**config.mk**
```make
export PLATFORM = sky130hd
export DESIGN_NAME = lzss_match_sequencer
export DESIGN_NICKNAME = d
export VERILOG_FILES = /design/src/rtl/lzss_match_sequencer.sv
export SDC_FILE = /design/constraint.sdc
export NUM_CORES = 1
export LEC_CHECK = 0
export ABC_CLOCK_PERIOD_IN_PS = 12700
export BUFFER_PORTS_ARGS = -buffer_cell sky130_fd_sc_hd__buf_2
export CAP_MARGIN = 20
export CORE_AREA = 3 3 240 171
export DETAILED_ROUTE_END_ITERATION = 7
export DIE_AREA = 0 0 243 174
export GPL_TIMING_DRIVEN = 0
export PLACE_DENSITY = 0.65
export RECOVER_POWER = 25
export SYNTH_ARGS = -nofsm -noshare
export SYNTH_HDL_FRONTEND = slang
export SYNTH_SLANG_ARGS = --single-unit
```
**constraint.sdc**
```tcl
create_clock -name clk -period 12.7 [get_ports clk]
set_input_delay 0.635 -clock clk [delete_from_list [all_inputs] [get_ports clk]]
set_output_delay 0.635 -clock clk [all_outputs]
set_load 0.1 [all_outputs]
```
**src/rtl/lzss_match_sequencer.sv**
```systemverilog
// LZSS match sequencer: buffers words in a look-ahead, keeps a sliding
// history and scans one window offset per cycle for the longest match,
// then emits a literal or reference token on a valid/ready stream.
module lzss_match_sequencer #(
   parameter int WORD_SIZE       = 8,
   parameter int WINDOW_SIZE     = 16,
   parameter int LOOK_AHEAD_SIZE = 4,
   parameter int MIN_MATCH       = 2
) (
   input  logic                 clk,
   input  logic                 rst,
   input  logic                 in_valid,
   input  logic [WORD_SIZE-1:0] in_data,
   input  logic                 in_last,
   output logic                 in_ready,
   output logic                 out_valid,
   output logic [WORD_SIZE:0]   out_data,
   output logic                 out_last,
   input  logic                 out_ready,
   output logic                 busy
);
   localparam int OFF_W = $clog2(WINDOW_SIZE);
   localparam int LEN_W = $clog2(LOOK_AHEAD_SIZE - MIN_MATCH + 1);
   localparam int CNT_W = $clog2(WINDOW_SIZE + 1);
   localparam int LAC_W = $clog2(LOOK_AHEAD_SIZE + 1);
   localparam int LAI_W = $clog2(LOOK_AHEAD_SIZE);

   typedef enum logic [1:0] {FILL = 2'd0, SEARCH = 2'd1, EMIT = 2'd2} state_t;

   state_t               state_q, state_d;
   logic [WORD_SIZE-1:0] la_q [LOOK_AHEAD_SIZE];
   logic [WORD_SIZE-1:0] la_d [LOOK_AHEAD_SIZE];
   logic [WORD_SIZE-1:0] hist_q [WINDOW_SIZE];
   logic [WORD_SIZE-1:0] hist_d [WINDOW_SIZE];
   logic [LAC_W-1:0]     la_cnt_q, la_cnt_d;
   logic [CNT_W-1:0]     hist_cnt_q, hist_cnt_d;
   logic                 last_seen_q, last_seen_d;
   logic [CNT_W-1:0]     off_q, off_d;
   logic [LAC_W-1:0]     best_len_q, best_len_d;
   logic [CNT_W-1:0]     best_off_q, best_off_d;
   logic                 out_valid_q, out_valid_d;
   logic [WORD_SIZE:0]   out_data_q, out_data_d;
   logic                 out_last_q, out_last_d;

   logic [LAC_W-1:0]     cur_len_s;
   logic [LAC_W-1:0]     cons_s;
   logic [LAC_W-1:0]     cons_next_s;
   logic [CNT_W:0]       hist_sum_s;
   logic                 in_ready_s;
   logic                 hs_s;

   // Match length of the look-ahead against history at the current offset.
   always_comb begin
      logic             run_v;
      logic [CNT_W-1:0] idx_v;
      cur_len_s = '0;
      run_v     = 1'b1;
      idx_v     = '0;
      for (int k = 0; k < LOOK_AHEAD_SIZE; k++) begin
         if (run_v && (LAC_W'(k) < la_cnt_q) && (CNT_W'(k) < off_q)) begin
            idx_v = off_q - CNT_W'(k) - CNT_W'(1);
            if (la_q[k] == hist_q[idx_v[OFF_W-1:0]]) begin
               cur_len_s = cur_len_s + LAC_W'(1);
            end else begin
               run_v = 1'b0;
            end
         end else begin
            run_v = 1'b0;
         end
      end
   end

   // Next-state logic for the FSM, buffers and the registered token.
   always_comb begin
      state_d     = state_q;
      la_d        = la_q;
      hist_d      = hist_q;
      la_cnt_d    = la_cnt_q;
      hist_cnt_d  = hist_cnt_q;
      last_seen_d = last_seen_q;
      off_d       = off_q;
      best_len_d  = best_len_q;
      best_off_d  = best_off_q;
      out_valid_d = out_valid_q;
      out_data_d  = out_data_q;
      out_last_d  = out_last_q;
      hist_sum_s  = '0;
      cons_next_s = LAC_W'(1);

      in_ready_s = !rst && (state_q == FILL) &&
                   (la_cnt_q < LAC_W'(LOOK_AHEAD_SIZE)) && !last_seen_q;
      hs_s       = out_valid_q && out_ready;
      cons_s     = (best_len_q >= LAC_W'(MIN_MATCH)) ? best_len_q : LAC_W'(1);

      case (state_q)
         FILL: begin
            best_len_d = '0;
            best_off_d = '0;
            if (in_valid && in_ready_s) begin
               la_d[la_cnt_q[LAI_W-1:0]] = in_data;
               la_cnt_d = la_cnt_q + LAC_W'(1);
               if (in_last) begin
                  last_seen_d = 1'b1;
               end else begin
                  last_seen_d = last_seen_q;
               end
            end else begin
               la_cnt_d = la_cnt_q;
            end
            if ((la_cnt_q == LAC_W'(LOOK_AHEAD_SIZE)) ||
                (last_seen_q && (la_cnt_q != '0))) begin
               if (hist_cnt_q != '0) begin
                  state_d = SEARCH;
                  off_d   = CNT_W'(1);
               end else begin
                  state_d = EMIT;
               end
            end else begin
               state_d = FILL;
            end
         end
         SEARCH: begin
            if (cur_len_s > best_len_q) begin
               best_len_d = cur_len_s;
               best_off_d = off_q;
            end else begin
               best_len_d = best_len_q;
            end
            if (off_q == hist_cnt_q) begin
               state_d = EMIT;
            end else begin
               off_d = off_q + CNT_W'(1);
            end
         end
         EMIT: begin
            if (hs_s) begin
               for (int i = 0; i < WINDOW_SIZE; i++) begin
                  if (i < int'(cons_s)) begin
                     hist_d[i] = la_q[LAI_W'(int'(cons_s) - 1 - i)];
                  end else begin
                     hist_d[i] = hist_q[OFF_W'(i - int'(cons_s))];
                  end
               end
               for (int i = 0; i < LOOK_AHEAD_SIZE; i++) begin
                  if (i + int'(cons_s) < LOOK_AHEAD_SIZE) begin
                     la_d[i] = la_q[LAI_W'(i + int'(cons_s))];
                  end else begin
                     la_d[i] = '0;
                  end
               end
               la_cnt_d   = la_cnt_q - cons_s;
               hist_sum_s = {1'b0, hist_cnt_q} + (CNT_W+1)'(cons_s);
               if (hist_sum_s > (CNT_W+1)'(WINDOW_SIZE)) begin
                  hist_cnt_d = CNT_W'(WINDOW_SIZE);
               end else begin
                  hist_cnt_d = hist_sum_s[CNT_W-1:0];
               end
               best_len_d  = '0;
               best_off_d  = '0;
               out_valid_d = 1'b0;
               if (out_last_q) begin
                  // Frame boundary: the next frame starts with no history.
                  hist_cnt_d  = '0;
                  la_cnt_d    = '0;
                  last_seen_d = 1'b0;
                  state_d     = FILL;
               end else if (last_seen_q) begin
                  if (hist_cnt_d != '0) begin
                     state_d = SEARCH;
                     off_d   = CNT_W'(1);
                  end else begin
                     state_d = EMIT;
                  end
               end else begin
                  state_d = FILL;
               end
            end else begin
               state_d = EMIT;
            end
         end
         default: begin
            state_d = FILL;
         end
      endcase

      // Build the token from the values the EMIT state will see.
      if ((state_d == EMIT) && ((state_q != EMIT) || hs_s)) begin
         out_valid_d = 1'b1;
         if (best_len_d >= LAC_W'(MIN_MATCH)) begin
            cons_next_s = best_len_d;
            out_data_d  = '0;
            out_data_d[WORD_SIZE] = 1'b1;
            out_data_d[WORD_SIZE-1 -: OFF_W] = OFF_W'(best_off_d - CNT_W'(1));
            out_data_d[WORD_SIZE-1-OFF_W -: LEN_W] =
               LEN_W'(best_len_d - LAC_W'(MIN_MATCH));
         end else begin
            cons_next_s = LAC_W'(1);
            out_data_d  = {1'b0, la_d[0]};
         end
         out_last_d = last_seen_d && (cons_next_s == la_cnt_d);
      end else begin
         cons_next_s = LAC_W'(1);
      end
   end

   // State and datapath registers with asynchronous clear.
   always_ff @(posedge clk or posedge rst) begin
      if (rst) begin
         state_q     <= FILL;
         la_cnt_q    <= '0;
         hist_cnt_q  <= '0;
         last_seen_q <= 1'b0;
         off_q       <= '0;
         best_len_q  <= '0;
         best_off_q  <= '0;
         out_valid_q <= 1'b0;
         out_data_q  <= '0;
         out_last_q  <= 1'b0;
         for (int i = 0; i < LOOK_AHEAD_SIZE; i++) la_q[i] <= '0;
         for (int i = 0; i < WINDOW_SIZE; i++) hist_q[i] <= '0;
      end else begin
         state_q     <= state_d;
         la_cnt_q    <= la_cnt_d;
         hist_cnt_q  <= hist_cnt_d;
         last_seen_q <= last_seen_d;
         off_q       <= off_d;
         best_len_q  <= best_len_d;
         best_off_q  <= best_off_d;
         out_valid_q <= out_valid_d;
         out_data_q  <= out_data_d;
         out_last_q  <= out_last_d;
         la_q        <= la_d;
         hist_q      <= hist_d;
      end
   end

   assign in_ready  = in_ready_s;
   assign out_valid = out_valid_q;
   assign out_data  = out_data_q;
   assign out_last  = out_last_q;
   assign busy      = !((state_q == FILL) && (la_cnt_q == '0) && (hist_cnt_q == '0));

endmodule

```
==> results of run 1 <==
==> cells by family after synthesis <==
group           Yosys count
mux                     613
simple gates            462
compound gates          317
buf+inv                 199
flops                   194
xor+xnor                 51
fa+ha+maj                34
==> registers in the layout (all words and copies together), names as in the netlist <==
register     cells
hist_q         128
best_off_q       4
la_cnt_q         3
hist_cnt_q       5
best_len_q       3
off_q            5
out_data         9
la_q            32
last_seen_q      1
state_q          2
out_last         1
out_valid        1
==> worst max-delay path by stage <==
stage,startpoint,endpoint,slack (ns),cells past startpoint
6_report,off_q[0]$_DFFE_PP0P_,out_data[2]$_DFFE_PP0P_,1.08,39
3_5_place_dp,off_q[0]$_DFFE_PP0P_,out_data[2]$_DFFE_PP0P_,1.48,39
3_3_place_gp,off_q[0]$_DFFE_PP0P_,out_data[2]$_DFFE_PP0P_,1.67,39
5_1_grt,off_q[0]$_DFFE_PP0P_,out_last$_DFFE_PP0P_,0.66,39
4_1_cts,off_q[0]$_DFFE_PP0P_,out_data[2]$_DFFE_PP0P_,1.46,39
2_1_floorplan,off_q[0]$_DFFE_PP0P_,out_last$_DFFE_PP0P_,4.37,39
==> routing by layer <==
layer  vias up  global-route usage (%)
met3       177                    25.3
li1       7256                       -
met1      9124                    60.4
met4         2                    14.1
met5         -                    1.36
met2      1729                    52.8
==> metrics by stage <==
stage / hold WS [ns] / cells / cell area, µm² / worst slack [ns]
floorplan: 0.494 / 1870 / 19400 / 4.37
global placement: 0.456 / 2422 / 20200 / 1.67
detailed placement: 0.462 / 2425 / 20300 / 1.48
CTS: 0.281 / 2457 / 20900 / 1.46
global route: 0.406 / 2458 / 20900 / 0.657
finish: 0.397 / 2458 / 20900 / 1.08
==> area by class of cell <==
cell class / instances / area (µm²)
repair buffers: 29 / 158
plain buffers: 154 / 646
clock buffers: 17 / 425
fillers: 3462 / 17700
inverters: 45 / 170
well taps: 527 / 659
flip-flops and latches: 194 / 4850
multi-input cells: 1477 / 13800
clock inverters: 15 / 190
==> critical path: cells and delay by family (launching register included) <==
family          cells  cell delay, ns
flops               1            0.46
xor+xnor            2            0.45
simple gates       11            2.78
compound gates      6            1.40
buf+inv            13            4.32
mux                 2            0.95
fa+ha+maj           5            1.10
==> cells in the mapped netlist (4+ instances only) <==
master	n	area share [%]
dfrtp_1	194	25
a31oi_1	43	1.4
mux2i_1	365	19
a222oi_1	9	0.46
xor2_1	24	1.1
and4_1	5	0.23
o21ai_0	128	3.3
and2_1	5	0.16
nand3_1	31	0.80
nor3_1	11	0.28
nor2b_1	25	0.81
nand2b_1	9	0.29
a22oi_1	20	0.77
and3_1	23	0.74
a221o_1	15	0.77
nand2_1	244	4.7
xnor2_1	22	0.99
nor4_1	4	0.13
mux2_2	47	2.7
ha_1	32	2.1
buf_1	40	0.77
buf_2	24	0.62
nor3b_1	4	0.15
buf_6	4	0.23
nor4b_1	5	0.23
a21oi_1	44	1.1
nand4_1	8	0.26
nor2_1	76	1.5
a211oi_1	17	0.66
inv_1	41	0.79
clkbuf_1	84	1.6
mux4_2	201	23
==> report_power, final <==
| part | leakage, nW | internal (mW) | switching [mW] | total [mW] |
|---|---|---|---|---|
| combinational | 5.84 | 0.770 | 1.22 | 1.99 |
| sequential | 2.64 | 0.716 | 0.311 | 1.03 |
| clock | 0.293 | 0.269 | 0.323 | 0.592 |
==> results.sh, run 1 <==
export IMPL_status="finished, violations left"
export IMPL_violations="max-capacitance violations, max-slew violations"
export IMPL_cp_arrival_ns=11.99
export IMPL_max_stage_delay_ns=0.55
export IMPL_max_freq_mhz=86.0
export IMPL_synth_xor_area_share_pct=2.49
export IMPL_period_share_pct=91.5
export IMPL_rows=60
export IMPL_hold_depth=2
export IMPL_power_density_mw_per_mm2=173
export IMPL_finalCriticalPeriod_ns=11.62
export IMPL_gp_congestion=1.11
export IMPL_crit_path_frequent_cell="buf_2"
export IMPL_maxCapViolCount=2
export IMPL_critPathSlowestCell="clkbuf_1"
export IMPL_slew_headroom_pct=-323
export IMPL_hold_viol_final=0
export IMPL_wl_met3_um=18100
export IMPL_viasPerCell=7.44
export IMPL_core_mm2=0.0386
export IMPL_end_kind="register"
export IMPL_cp_required_ns=13.07
export IMPL_tns_ns=0
export IMPL_total_power_mw=3.61
export IMPL_cp_max_fo=10
export IMPL_syn2layout_area_growth_pct=7.44
export IMPL_numCtsBuffers=17
export IMPL_drc_errors=0
export IMPL_wl_per_cell_um=36.9
export IMPL_drt_iter0_drc=3369
export IMPL_final_cell_mix="365 x mux2i_1, 244 x nand2_1, 201 x mux4_2"
export IMPL_synth_top_family_by_area="multiplexers"
export IMPL_die_y_um=174
export IMPL_ys_seq_area_share_pct=25.0
export IMPL_postCtsSetupRepairBufs=0
export IMPL_synthSimpleGateAreaFrac_pct=10.8
export IMPL_synth_area_per_cell_um2=10.4
export IMPL_tightest_slew_ns=6.34
export IMPL_root_buffer="clkbuf_16"
export IMPL_synthFlopType="dfrtp_1"
export IMPL_cts_htree_levels=4
export IMPL_clkSinkCount=194
export IMPL_grt_pass1_vias=17321
export IMPL_muxShareOfSynthArea_pct=44.8
export IMPL_rr_endpoint="out_data[2]$_DFFE_PP0P_"
export IMPL_synthAdderAreaFrac_pct=2.27
export IMPL_reg2reg_depth=39
export IMPL_dr_pass1_iters=7
export IMPL_m1WireLength_um=36300
export IMPL_worstSetupPathType="register to register"
export IMPL_grt_first_pass_wirelength_um=128000
export IMPL_rrSetupSlack_ns=1.08
export IMPL_synth_cells=1870
export IMPL_met2_length_um=33000
export IMPL_dp_hpwl_um=73100
export IMPL_maxSlewViolCount=197
export IMPL_crit_path_start_kind="register"
export IMPL_rsz0062_at_grt="no"
export IMPL_fin_nets=1965
export IMPL_synth_compound_area_share_pct=10.4
export IMPL_routed_top_layer="met5"
export IMPL_cts_tree="yes"
export IMPL_path_clk_slew_ns=0.09
export IMPL_drive_above_1_share_pct=18.6
export IMPL_hold_buffers=0
export IMPL_antenna_found_initial=0
export IMPL_hold_path_startpoint="out_ready"
export IMPL_ys_seq_elements=194
export IMPL_finalClockSkew_ns=0.0201
export IMPL_hold_class="input port to register"
export IMPL_grt_usage_pct=42.6
export IMPL_synth_edf_count=0
export IMPL_io_buffers=25
export IMPL_reg2reg_from="off_q[0]$_DFFE_PP0P_"
export IMPL_ir_drop_uv=124
export IMPL_syn_cell_area_mm2=0.0194
export IMPL_n_antenna_cell=0
export IMPL_holdPathEnd="out_valid$_DFFE_PP0P_"
export IMPL_final_common_cell="mux2i_1"
export IMPL_cts_resized=0
export IMPL_async_flop_share_pct=100
export IMPL_start_util_pct=50.3
export IMPL_vias=18288
export IMPL_grt_max_degree=114
export IMPL_postRouteWirelength_um=90800
export IMPL_syn_num_nets=1917
export IMPL_ys_warn_count=0
export IMPL_die_x_um=243
export IMPL_cts_buffer_depth=2
export IMPL_insertion_delay_ns=0.49
export IMPL_final_util_pct=54.1
export IMPL_power_leakage_nw=8.78
export IMPL_globalRouteOverflowTotal=0
export IMPL_setup_viol=0
export IMPL_dieArea_mm2=0.0423
export IMPL_num_io_pins=26
export IMPL_synth_cell_type_count=73
export IMPL_detail_route_antenna_nets=0
No activity file was read; power rests on OpenSTA's default activity.
==> inputs of run 2 (changes only) <==
- CORE_AREA: 3 3 240 171 -> 2 2 239 170
- DIE_AREA: 0 0 243 174 -> 0 0 241 172
- REMOVE_ABC_BUFFERS: default -> 1
==> results.sh, run 2 (same netlist as run 1, synthesis figures left out) <==
export IMPL_gp_congestion=0.947
export IMPL_p_comb_share_pct=54.6
export IMPL_cp_arrival_ns=10.36
export IMPL_grt_usage_pct=32.5
export IMPL_grt_pass1_vias=15630
export IMPL_swShare_pct=47.2
export IMPL_postCtsSetupRepairBufs=0
export IMPL_worstSetupPathType="register to register"
export IMPL_cts_htree_levels=4
export IMPL_detail_route_antenna_nets=0
export IMPL_power_leakage_nw=8.80
export IMPL_io_buffers=25
export IMPL_switching_power_mw=1.63
export IMPL_status="finished, violations left"
export IMPL_globalRouteOverflowTotal=0
export IMPL_setup_viol=0
export IMPL_die_x_um=241
export IMPL_drt_iter0_drc=2152
export IMPL_die_y_um=172
export IMPL_syn2layout_area_growth_pct=8.01
export IMPL_drive_above_1_share_pct=20.7
export IMPL_crit_path_frequent_cell="ha_1"
export IMPL_maxCapViolCount=1
export IMPL_max_freq_mhz=100
export IMPL_grt_busiest_layer="met2"
export IMPL_internal_power_mw=1.82
export IMPL_num_io_pins=26
export IMPL_hold_buffers=0
export IMPL_cp_required_ns=13.06
export IMPL_insertion_delay_ns=0.47
export IMPL_post_layout_nonfiller_instances=2336
export IMPL_crit_path_start_kind="register"
export IMPL_finalCriticalPeriod_ns=10.0
export IMPL_dpl_worst_slack_ns=2.92
export IMPL_clkSinkCount=194
export IMPL_antenna_found_initial=0
export IMPL_max_flop_register="hist_q"
export IMPL_postRouteWirelength_um=66300
export IMPL_p_seq_share_pct=28.4
export IMPL_numCtsBuffers=17
export IMPL_hold_depth=2
export IMPL_drc_errors=0
export IMPL_grt_first_pass_wirelength_um=99900
export IMPL_reg2reg_depth=32
export IMPL_vias=16599
export IMPL_post_place_cells=2303
export IMPL_max_stage_delay_ns=0.97
export IMPL_final_cell_mix="365 x mux2i_1, 242 x nand2_1, 201 x mux4_2"
export IMPL_grtUsageMet2_pct=48.8
export IMPL_fin_ws_ns=2.70
export IMPL_cp_max_fo=27
export IMPL_tightest_slew_ns=3.81
export IMPL_use_met1_pct=45.2
export IMPL_tns_ns=0
export IMPL_path_clk_slew_ns=0.08
export IMPL_placed_area_mm2=0.0203
export IMPL_power_density_mw_per_mm2=165
export IMPL_grt_use_met3_pct=9.07
export IMPL_core_mm2=0.0392
export IMPL_wl_per_cell_um=28.4
export IMPL_finalClockSkew_ns=0.0167
export IMPL_dieArea_mm2=0.0415
export IMPL_clkPwrFrac_pct=17.0
export IMPL_final_util_pct=53.5
export IMPL_period_share_pct=78.7
export IMPL_slew_headroom_pct=-155
export IMPL_root_buffer="clkbuf_16"
export IMPL_hold_viol_final=0
export IMPL_final_cell_area_mm2=0.0210
export IMPL_largest_reg_flops=128
export IMPL_ir_drop_uv=153
export IMPL_grt_max_degree=117
export IMPL_viasPerCell=7.11
export IMPL_final_common_cell="mux2i_1"
export IMPL_fin_nets=1836
export IMPL_critPathSlowestCell="dfrtp_2"
export IMPL_maxSlewViolCount=79
export IMPL_violations="max-capacitance violations, max-slew violations"
export IMPL_cts_resized=0
export IMPL_dr_pass1_iters=6
export IMPL_end_kind="register"
export IMPL_rows=61
export IMPL_dp_hpwl_um=44800
export IMPL_cts_buffer_depth=2
export IMPL_rsz0062_at_grt="no"
export IMPL_n_antenna_cell=0
export IMPL_hold_class="input port to register"
export IMPL_start_util_pct=49.5
export IMPL_cts_tree="yes"
==> run 2: path summary, 6_finish.rpt <==
check / slack (ns) / end / from
min reg2reg: 0.48 / out_data[0]$_DFFE_PP0P_ / out_data[0]$_DFFE_PP0P_
max reg2reg: 2.70 / out_last$_DFFE_PP0P_ / off_q[1]$_DFFE_PP0P_
min in group asynchronous: 1.28 / last_seen_q$_DFF_PP0_ / rst
max: 2.70 / out_last$_DFFE_PP0P_ / off_q[1]$_DFFE_PP0P_
max in group asynchronous: 9.70 / hist_q[106]$_DFFE_PP0P_ / rst
min: 0.45 / out_valid$_DFFE_PP0P_ / out_ready
==> run 2: layout make-up <==
type,instances,area (µm²)
Sequential cell,194,4860
Tap cell,535,669
Clock inverter,7,98.8
Fill cell,3387,18300
Inverter,45,179
Multi-Input combinational cell,1477,13900
Timing Repair Buffer,54,790
Clock buffer,24,502
==> run 2: metrics by stage <==
stage	power, mW	hold slack (ns)
6_report	3.46	0.449
5_1_grt	3.58	0.443
4_1_cts	3.40	0.268
3_5_place_dp	2.81	0.466
3_3_place_gp	2.75	0.461
2_1_floorplan	2.24	0.494
==> run 2: routing by layer <==
| layer | wire (µm) | part of all wire [%] |
|---|---|---|
| met2 | 29600 | 45 |
| met3 | 7870 | 12 |
| met4 | 2300 | 3.5 |
| met5 | 0 | 0 |
| met1 | 26500 | 40 |
==> run 2: critical path, delay by kind of cell, from the launching register on <==
family          cells  cell delay, ns
compound gates      8            1.94
mux                 2            1.02
flops               1            0.97
buf+inv             4            0.95
simple gates        9            2.00
xor+xnor            4            1.74
fa+ha+maj           5            1.24
==> run 2: power groups by stage <==
stage	logic [mW]	clock network (mW)	registers (mW)
global placement	1.74	0	1.01
detailed placement	1.84	0	0.978
CTS	1.84	0.589	0.968
finish	1.89	0.588	0.981
floorplan	1.22	0	1.02
global route	1.97	0.615	0.996
